[src/rtl/agc_power_estimator_pkg.sv]
// Shared AGC fixed-point definitions: widths, output code limits and the
// saturate/clamp helper used by the power, log and gain stages.
package agc_power_estimator_pkg;

   localparam int W_IQ      = 16;
   localparam int W_SQ      = 2 * W_IQ;
   localparam int W_P       = W_SQ + 1;
   localparam int W_PWR     = 37;
   localparam int FRAC_SQ   = 22;
   localparam int FRAC_PWR  = 28;
   localparam int SCALE_SH  = FRAC_PWR - FRAC_SQ;
   localparam int W_SCALED  = W_P + SCALE_SH;

   localparam logic [W_PWR-1:0] MIN_CODE_DEF = 37'h000041893;
   localparam logic [W_PWR-1:0] MAX_CODE     = {W_PWR{1'b1}};

   typedef struct packed {
      logic [W_SQ-1:0] i_sq;
      logic [W_SQ-1:0] q_sq;
      logic            valid;
   } sq_sample_t;

   // Saturates to the largest code, then lifts tiny values to the log stage's floor.
   function automatic logic [W_PWR-1:0] sat_clamp(input logic [W_SCALED-1:0] v,
                                                  input logic [W_PWR-1:0]    lo);
      logic [W_PWR-1:0] r;
      if (v > W_SCALED'(MAX_CODE)) begin
         r = MAX_CODE;
      end else if (v[W_PWR-1:0] < lo) begin
         r = lo;
      end else begin
         r = v[W_PWR-1:0];
      end
      return r;
   endfunction

endpackage

[src/rtl/agc_power_estimator_iq_square.sv]
// First pipeline stage: registered I^2 and Q^2 (ufix32_En22) plus the sample valid bit.
module agc_power_estimator_iq_square
   import agc_power_estimator_pkg::*;
(
   input  logic            clk,
   input  logic            reset,
   input  logic            enb,
   input  logic            restart,
   input  logic            in_valid,
   input  logic [W_IQ-1:0] in_i,
   input  logic [W_IQ-1:0] in_q,
   output sq_sample_t      sq_q
);

   sq_sample_t             sq_d;
   logic signed [W_IQ-1:0] i_s;
   logic signed [W_IQ-1:0] q_s;
   logic signed [W_SQ-1:0] i_prod;
   logic signed [W_SQ-1:0] q_prod;

   // A squared value is never negative, so the signed product can be reused as unsigned.
   always_comb begin
      i_s         = in_i;
      q_s         = in_q;
      i_prod      = W_SQ'(i_s) * W_SQ'(i_s);
      q_prod      = W_SQ'(q_s) * W_SQ'(q_s);
      sq_d.i_sq   = unsigned'(i_prod);
      sq_d.q_sq   = unsigned'(q_prod);
      sq_d.valid  = in_valid & ~restart;
   end

   always_ff @(posedge clk or posedge reset) begin
      if (reset) begin
         sq_q <= '0;
      end else if (enb) begin
         sq_q <= sq_d;
      end
   end

endmodule

[src/rtl/agc_power_estimator.sv]
// Mean I/Q power over 2^LOG2_N valid samples (accumulate-and-dump), clamped into
// the log stage's ufix37_En28 domain and held between dumps.
module agc_power_estimator
   import agc_power_estimator_pkg::*;
#(
   parameter int               LOG2_N   = 4,
   parameter logic [W_PWR-1:0] MIN_CODE = MIN_CODE_DEF
)(
   input  logic             clk,
   input  logic             reset,
   input  logic             enb,
   input  logic             in_valid,
   input  logic [W_IQ-1:0]  In_I,
   input  logic [W_IQ-1:0]  In_Q,
   input  logic             restart,
   output logic [W_PWR-1:0] Out1,
   output logic             out_valid
);

   localparam int                W_ACC    = W_P + LOG2_N;
   localparam logic [LOG2_N-1:0] CNT_LAST = {LOG2_N{1'b1}};
   localparam logic [LOG2_N-1:0] CNT_ONE  = LOG2_N'(1);

   sq_sample_t          sq_q;
   logic [W_P-1:0]      p;
   logic [W_ACC-1:0]    acc_q, acc_d;
   logic [W_ACC-1:0]    sum_q, sum_d;
   logic [LOG2_N-1:0]   cnt_q, cnt_d;
   logic                dump_q, dump_d;
   logic [W_SCALED-1:0] scaled;
   logic [W_PWR-1:0]    out1_q, out1_d;
   logic                out_valid_q, out_valid_d;

   agc_power_estimator_iq_square u_square (
      .clk      (clk),
      .reset    (reset),
      .enb      (enb),
      .restart  (restart),
      .in_valid (in_valid),
      .in_i     (In_I),
      .in_q     (In_Q),
      .sq_q     (sq_q)
   );

   // Restart wins over both a new sample and a pending dump.
   always_comb begin
      p      = W_P'(sq_q.i_sq) + W_P'(sq_q.q_sq);
      acc_d  = acc_q;
      cnt_d  = cnt_q;
      sum_d  = sum_q;
      dump_d = 1'b0;
      if (restart) begin
         acc_d = '0;
         cnt_d = '0;
      end else if (sq_q.valid) begin
         if (cnt_q == CNT_LAST) begin
            sum_d  = acc_q + W_ACC'(p);
            acc_d  = '0;
            cnt_d  = '0;
            dump_d = 1'b1;
         end else begin
            acc_d = acc_q + W_ACC'(p);
            cnt_d = cnt_q + CNT_ONE;
         end
      end
   end

   // Mean is truncated to En22 first, then widened to En28 before the clamp.
   always_comb begin
      scaled      = W_SCALED'(sum_q >> LOG2_N) << SCALE_SH;
      out1_d      = out1_q;
      out_valid_d = dump_q & ~restart;
      if (out_valid_d) begin
         out1_d = sat_clamp(scaled, MIN_CODE);
      end
   end

   always_ff @(posedge clk or posedge reset) begin
      if (reset) begin
         acc_q       <= '0;
         cnt_q       <= '0;
         sum_q       <= '0;
         dump_q      <= 1'b0;
         out1_q      <= MIN_CODE;
         out_valid_q <= 1'b0;
      end else if (enb) begin
         acc_q       <= acc_d;
         cnt_q       <= cnt_d;
         sum_q       <= sum_d;
         dump_q      <= dump_d;
         out1_q      <= out1_d;
         out_valid_q <= out_valid_d;
      end
   end

   assign Out1      = out1_q;
   assign out_valid = out_valid_q;

endmodule
[config.mk]
export PLATFORM = sky130hd
export DESIGN_NAME = agc_power_estimator
export DESIGN_NICKNAME = d
export VERILOG_FILES = /design/src/rtl/agc_power_estimator_pkg.sv /design/src/rtl/agc_power_estimator_iq_square.sv /design/src/rtl/agc_power_estimator.sv
export SDC_FILE = /design/constraint.sdc
export NUM_CORES = 2
export LEC_CHECK = 0
export ABC_CLOCK_PERIOD_IN_PS = 11300
export CAP_MARGIN = 40
export CORE_MARGIN = 3
export CORE_UTILIZATION = 60
export DETAILED_ROUTE_END_ITERATION = 16
export HOLD_SLACK_MARGIN = 0.02
export PLACE_DENSITY = 0.84
export SLEW_MARGIN = 20
export SYNTH_ARGS = -nofsm -noshare
export SYNTH_HDL_FRONTEND = slang
export SYNTH_SLANG_ARGS = --single-unit
export TNS_END_PERCENT = 1
[constraint.sdc]
create_clock -name clk -period 11.3 [get_ports clk]
set_clock_uncertainty 0.05 [all_clocks]
set_input_delay 1.695 -clock clk [delete_from_list [all_inputs] [get_ports clk]]
set_output_delay 1.695 -clock clk [all_outputs]
set_load 0.01 [all_outputs]
; Word level (Yosys, flattened, before mapping)
; Index checks and enable logic that the tools add are counted.
; Widths: inputs -> output; s select.
[classes]
n_addsub = 3
order_cmp = 2
n_shift = 0
n_eq_ne = 1
n_reduce_logical = 4
muxes = 11
div_mod_pow = 0
mul = 2
bitwise = 3
[ops]
columns = operator, count
row1 = $mux 37, 5
row2 = $mul 16x16->32, 2
row3 = $gt 39x37->1 const B, 1
row4 = $add 37x33->37, 1
row5 = $lt 37x19->1 const B, 1
row6 = $add 32x32->33, 1
row7 = $mux 4, 3
row8 = $add 4x1->4 const B, 1
row9 = $eq 4x4->1 const B, 1
row10 = $reduce_and 2->1, 2
row11 = $reduce_and 4->1, 1
row12 = $mux 1, 3
row13 = $and 1x1->1, 2
row14 = $reduce_bool 2->1, 1
row15 = $not 1->1, 1
[word_totals]
mem_count = 0
register_bits = 182
rom_bits = 0
latch_bits = 0
ramBits = 0

; Depth between registers and ports, before layout
[depth]
word_depth = 5
mapped_depth = 26

; By module
; From an unflattened synthesis, not the netlist that was laid out.
[unflattened]
hier_cells = 2890
area_unflattened_um2 = 27343.7
[by_module_without_submodules]
columns = mod, area_each_um2, cells_each, seq_area_each_um2, instances
row1 = agc_power_estimator_iq_square, 20343.3, 2143, 1576.5, 1
row2 = agc_power_estimator, 7000.5, 747, 2733.9, 1

; Worst setup path before layout
; Ideal clock, no wire load.
[synth_path]
path_type = input-to-reg
startpoint = input port In_I[5]
endpoint = register u_square.sq_q[62] (netlist name)
required_ns = 11.128
n_path_buf = 2
path_slack_ns = 3.634
arrival_ns = 7.494
cell_stages = 23
cell_sequence = clkbuf_1 -> clkbuf_1 -> nand2_1 -> fa_1 -> fa_1 -> fa_1 -> inv_1 -> fa_1 -> fa_1 -> inv_1 -> fa_1 -> inv_1 -> ha_1 -> a21o_1 -> a221o_1 -> a21oi_2 -> nor2_1 -> a211oi_2 -> nand2_1 -> nand4_1 -> nand4b_1 -> or4_1 -> a32o_1
[synth_between]
elab_chain_len = 1
[synth_rtl]
columns = element, line_no
row1 = from (decl), agc_power_estimator.sv:13  ; input logic [W_IQ-1:0] In_I,
row2 = $mul 16x16->32, agc_power_estimator_iq_square.sv:25  ; i_prod = W_SQ'(i_s) * W_SQ'(i_s);
; Every way passes these cells.
; A chain may end at the register's enable or synchronous reset.

; Final worst setup path
[layout_path]
startpoint = input port In_I[15]
endpoint = register u_square.sq_q[62] (netlist name)
[layout_between]
elab_chain_len = 1
[layout_rtl]
columns = element, line_no
row1 = $mul 16x16->32, agc_power_estimator_iq_square.sv:25
; Every way passes these cells.

==> flow_metrics.py <==
metrics = {
    "yosys": {
        "syn_inst": 2705,
        "synth_area_mm2": 0.0266,
        "synth_edf_count": 0,
        "async_flop_share_pct": 100,
        "syn-mean-instance-area_um2": 9.82,
        "yosys-top-cells-count": "inv_1, fa_1, nand2_1, ha_1, dfrtp_1",
        "synthTopCellsByArea": "fa_1, dfrtp_1, ha_1, inv_1, nand2_1",
        "synth_flop_cell": "dfrtp_1",
        "synth-seq-cells": 172,
        "netlist-cell-type-count": 81,
        "synth.most_common_cell": "inv_1",
        "synth_top_area_share_pct": 37.7,
        "synth_top_area_cell": "fa_1",
        "ys_warn_count": 0,
        "ys_seq_area_share_pct": 16.2,
    },
    "sta": {
        "finalMaxSlewViolations": 0,
        "rsz0062_at_grt": "no",
        "timing.slew.headroom_pct": 41.9,
        "finalCritPeriodShare_pct": 77.4,
        "fin_crit_ps": 8750,
        "max_freq_mhz": 114,
        "hold_viol": 0,
        "fin_ws_ps": 2550,
        "setup_violations": 0,
        "tns_ps": 0,
        "tightest_slew_ps": 869,
    },
    "critical_path": {
        "timing.rr.end": "acc_q[35]",
        "cp-end-kind": "flip-flop",
        "max_stage_delay_ps": 840,
        "critPathLaunchType": "input port",
        "arrival_ps": 9020,
        "slowest_stage": "clkdlybuf4s50_1",
        "crit_end": "u_square.sq_q[62]",
        "ff2ff_setup_slack_ps": 7300,
        "critPathLaunch": "In_I[15]",
        "cp.required_ps": 11570,
        "worstReg2RegStart": "u_square.sq_q[1]",
        "cp_max_fo": 17,
        "cp_cell_sequence": "clkdlybuf4s50_1 -> clkinv_1 -> nor2_1 -> fa_1 -> fa_1 -> fa_1 -> fa_1 -> fa_1 -> inv_1 -> fa_1 -> inv_1 -> ha_1 -> a21oi_1 -> nor2b_1 -> o21ai_0 -> nand2b_1 -> a21oi_1 -> nand2b_1 -> nand4b_1 -> or4_1 -> a32o_1",
        "cpMostUsedCell": "fa_1",
        "crit_type": "in -> reg",
        "rr_worst_depth": 13,
    },
    "flow_run": {
        "max_cap_viol_count": 0,
    },
    "placement": {
        "hpwl_um": 48000,
        "io_buffers": 74,
        "place_area_mm2": 0.0278,
        "dp_slack_ps": 2180,
        "placed_cells": 3297,
        "place.gp.congestion": 0.960,
    },
    "global_routing": {
        "gr-usage-all-layers_pct": 26.2,
        "antenna_found_initial": 0,
        "grt_max_degree": 73,
        "grt-ovfl-total": 0,
        "grt_pass1_wl_um": 99900,
        "grt_pass1_vias": 20900,
    },
    "finish": {
        "n_antenna_cell": 0,
        "drive_gt1_share_pct": 5.92,
        "syn_to_final_growth_pct": 7.66,
        "final_nets": 3491,
        "fillers": 3295,
        "stdcell_area_mm2": 0.0286,
        "final_cells": 3337,
    },
    "clock_network": {
        "cts_tree": "done",
        "cts-resized-gates": 0,
        "cts-root-buf": "clkbuf_16",
        "cts_buffers": 17,
        "clk_latency_ps": 430,
        "cts_hold_buf": 0,
        "clock_path_buffers": 2,
        "post_cts.repair.setup_buffers": 0,
        "cts.sinks": 172,
        "htreeDepth": 4,
        "clk_pin_slew_ps": 70,
    },
    "routing": {
        "drtIter0Drc": 1082,
        "avgViaCountPerCell": 5.57,
        "routed-via-count": 18600,
        "drt_wl_total_um": 58300,
        "detail-route-antenna-nets": 0,
        "dr.pass1.iters": 5,
        "drc": 0,
        "wl_per_cell_um": 17.5,
    },
    "floorplan": {
        "die_h_um": 216,
        "core_area_mm2": 0.0434,
        "die_x_um": 216,
        "initial_core_util_pct": 61.2,
        "boundaryPins": 75,
        "dieArea_mm2": 0.0468,
        "rows": 76,
    },
    "min_path": {
        "hold_path_class": "reg -> reg",
    },
    "run_status": {
        "run_status": "finished clean",
    },
}
[worst max-delay path: cells and delay by family]
family / cells / cell delay (ps)
adders and majority gates: 7 / 3740
buffers and inverters: 4 / 1580
and+or+nand+nor: 6 / 1260
AOI/OAI and AO/OA: 4 / 730
[routing by layer]
layer	part of all wire (%)	track usage (%)	up-vias
met5	0	0	-
li1	-	-	8445
met2	50	45.6	585
met1	42	34.3	9456
met4	2.7	7.86	0
met3	5.5	3.74	111
[stage by stage]
stage	hold WS [ps]	utilization, %
2_1_floorplan	401	-
3_3_place_gp	419	64.1
3_5_place_dp	441	64.2
4_1_cts	458	65.6
5_1_grt	480	65.9
6_report	446	65.9
[layout make-up]
type,instances,area [µm²],area share (%)
clock buffer,19,453,1.58
clock inverter,13,180,0.630
inverter,631,2370,8.30
multi-input combinational,1824,19600,68.4
sequential,172,4310,15.1
tap,585,732,2.56
timing repair buffer,93,983,3.44
[worst min-delay path by stage]
stage / cells past startpoint / slack [ps] / startpoint / to
floorplan: 1 / 400 / cnt_q[3] / cnt_q[3]
global placement: 1 / 420 / out_valid / out_valid
detailed placement: 2 / 440 / sum_q[35] / sum_q[35]
CTS: 2 / 460 / sum_q[35] / sum_q[35]
global route: 2 / 480 / sum_q[35] / sum_q[35]
finish: 2 / 450 / sum_q[35] / sum_q[35]
[cell families after synthesis]
logic type               share of synthesized area [%]
adder cells (fa/ha/maj)                           47.8
flip-flops                                        16.2
multiplexers                                      2.52
other                                           0.0141
buffers and inverters                             10.2
XOR/XNOR                                          3.79
AND/OR/NAND/NOR                                   10.4
AO/OA/AOI/OAI                                     9.10
[state kept, by name, summed over array words and instances, names as in the netlist]
signal         count
out_valid          1
Out1              33
acc_q             37
u_square.sq_q     63
dump_q             1
cnt_q              4
sum_q             33
[cells in the final DEF, fill, tap and decap left out, drive strengths merged, types with 29 or more instances in the layout]
master	netlist	final
fa	500	500
xnor2	86	86
clkdlybuf4s50	0	73
inv	627	632
a21o	38	38
and2	76	76
ha	215	215
mux2	54	54
a22o	32	32
a21oi	84	84
o21ai	59	59
nand2	264	264
dfrtp	167	167
xor2	29	29
nor2	114	114
Power is not shown: default switching activity piles up to over one toggle a cycle in this logic, so the estimate is an artifact.
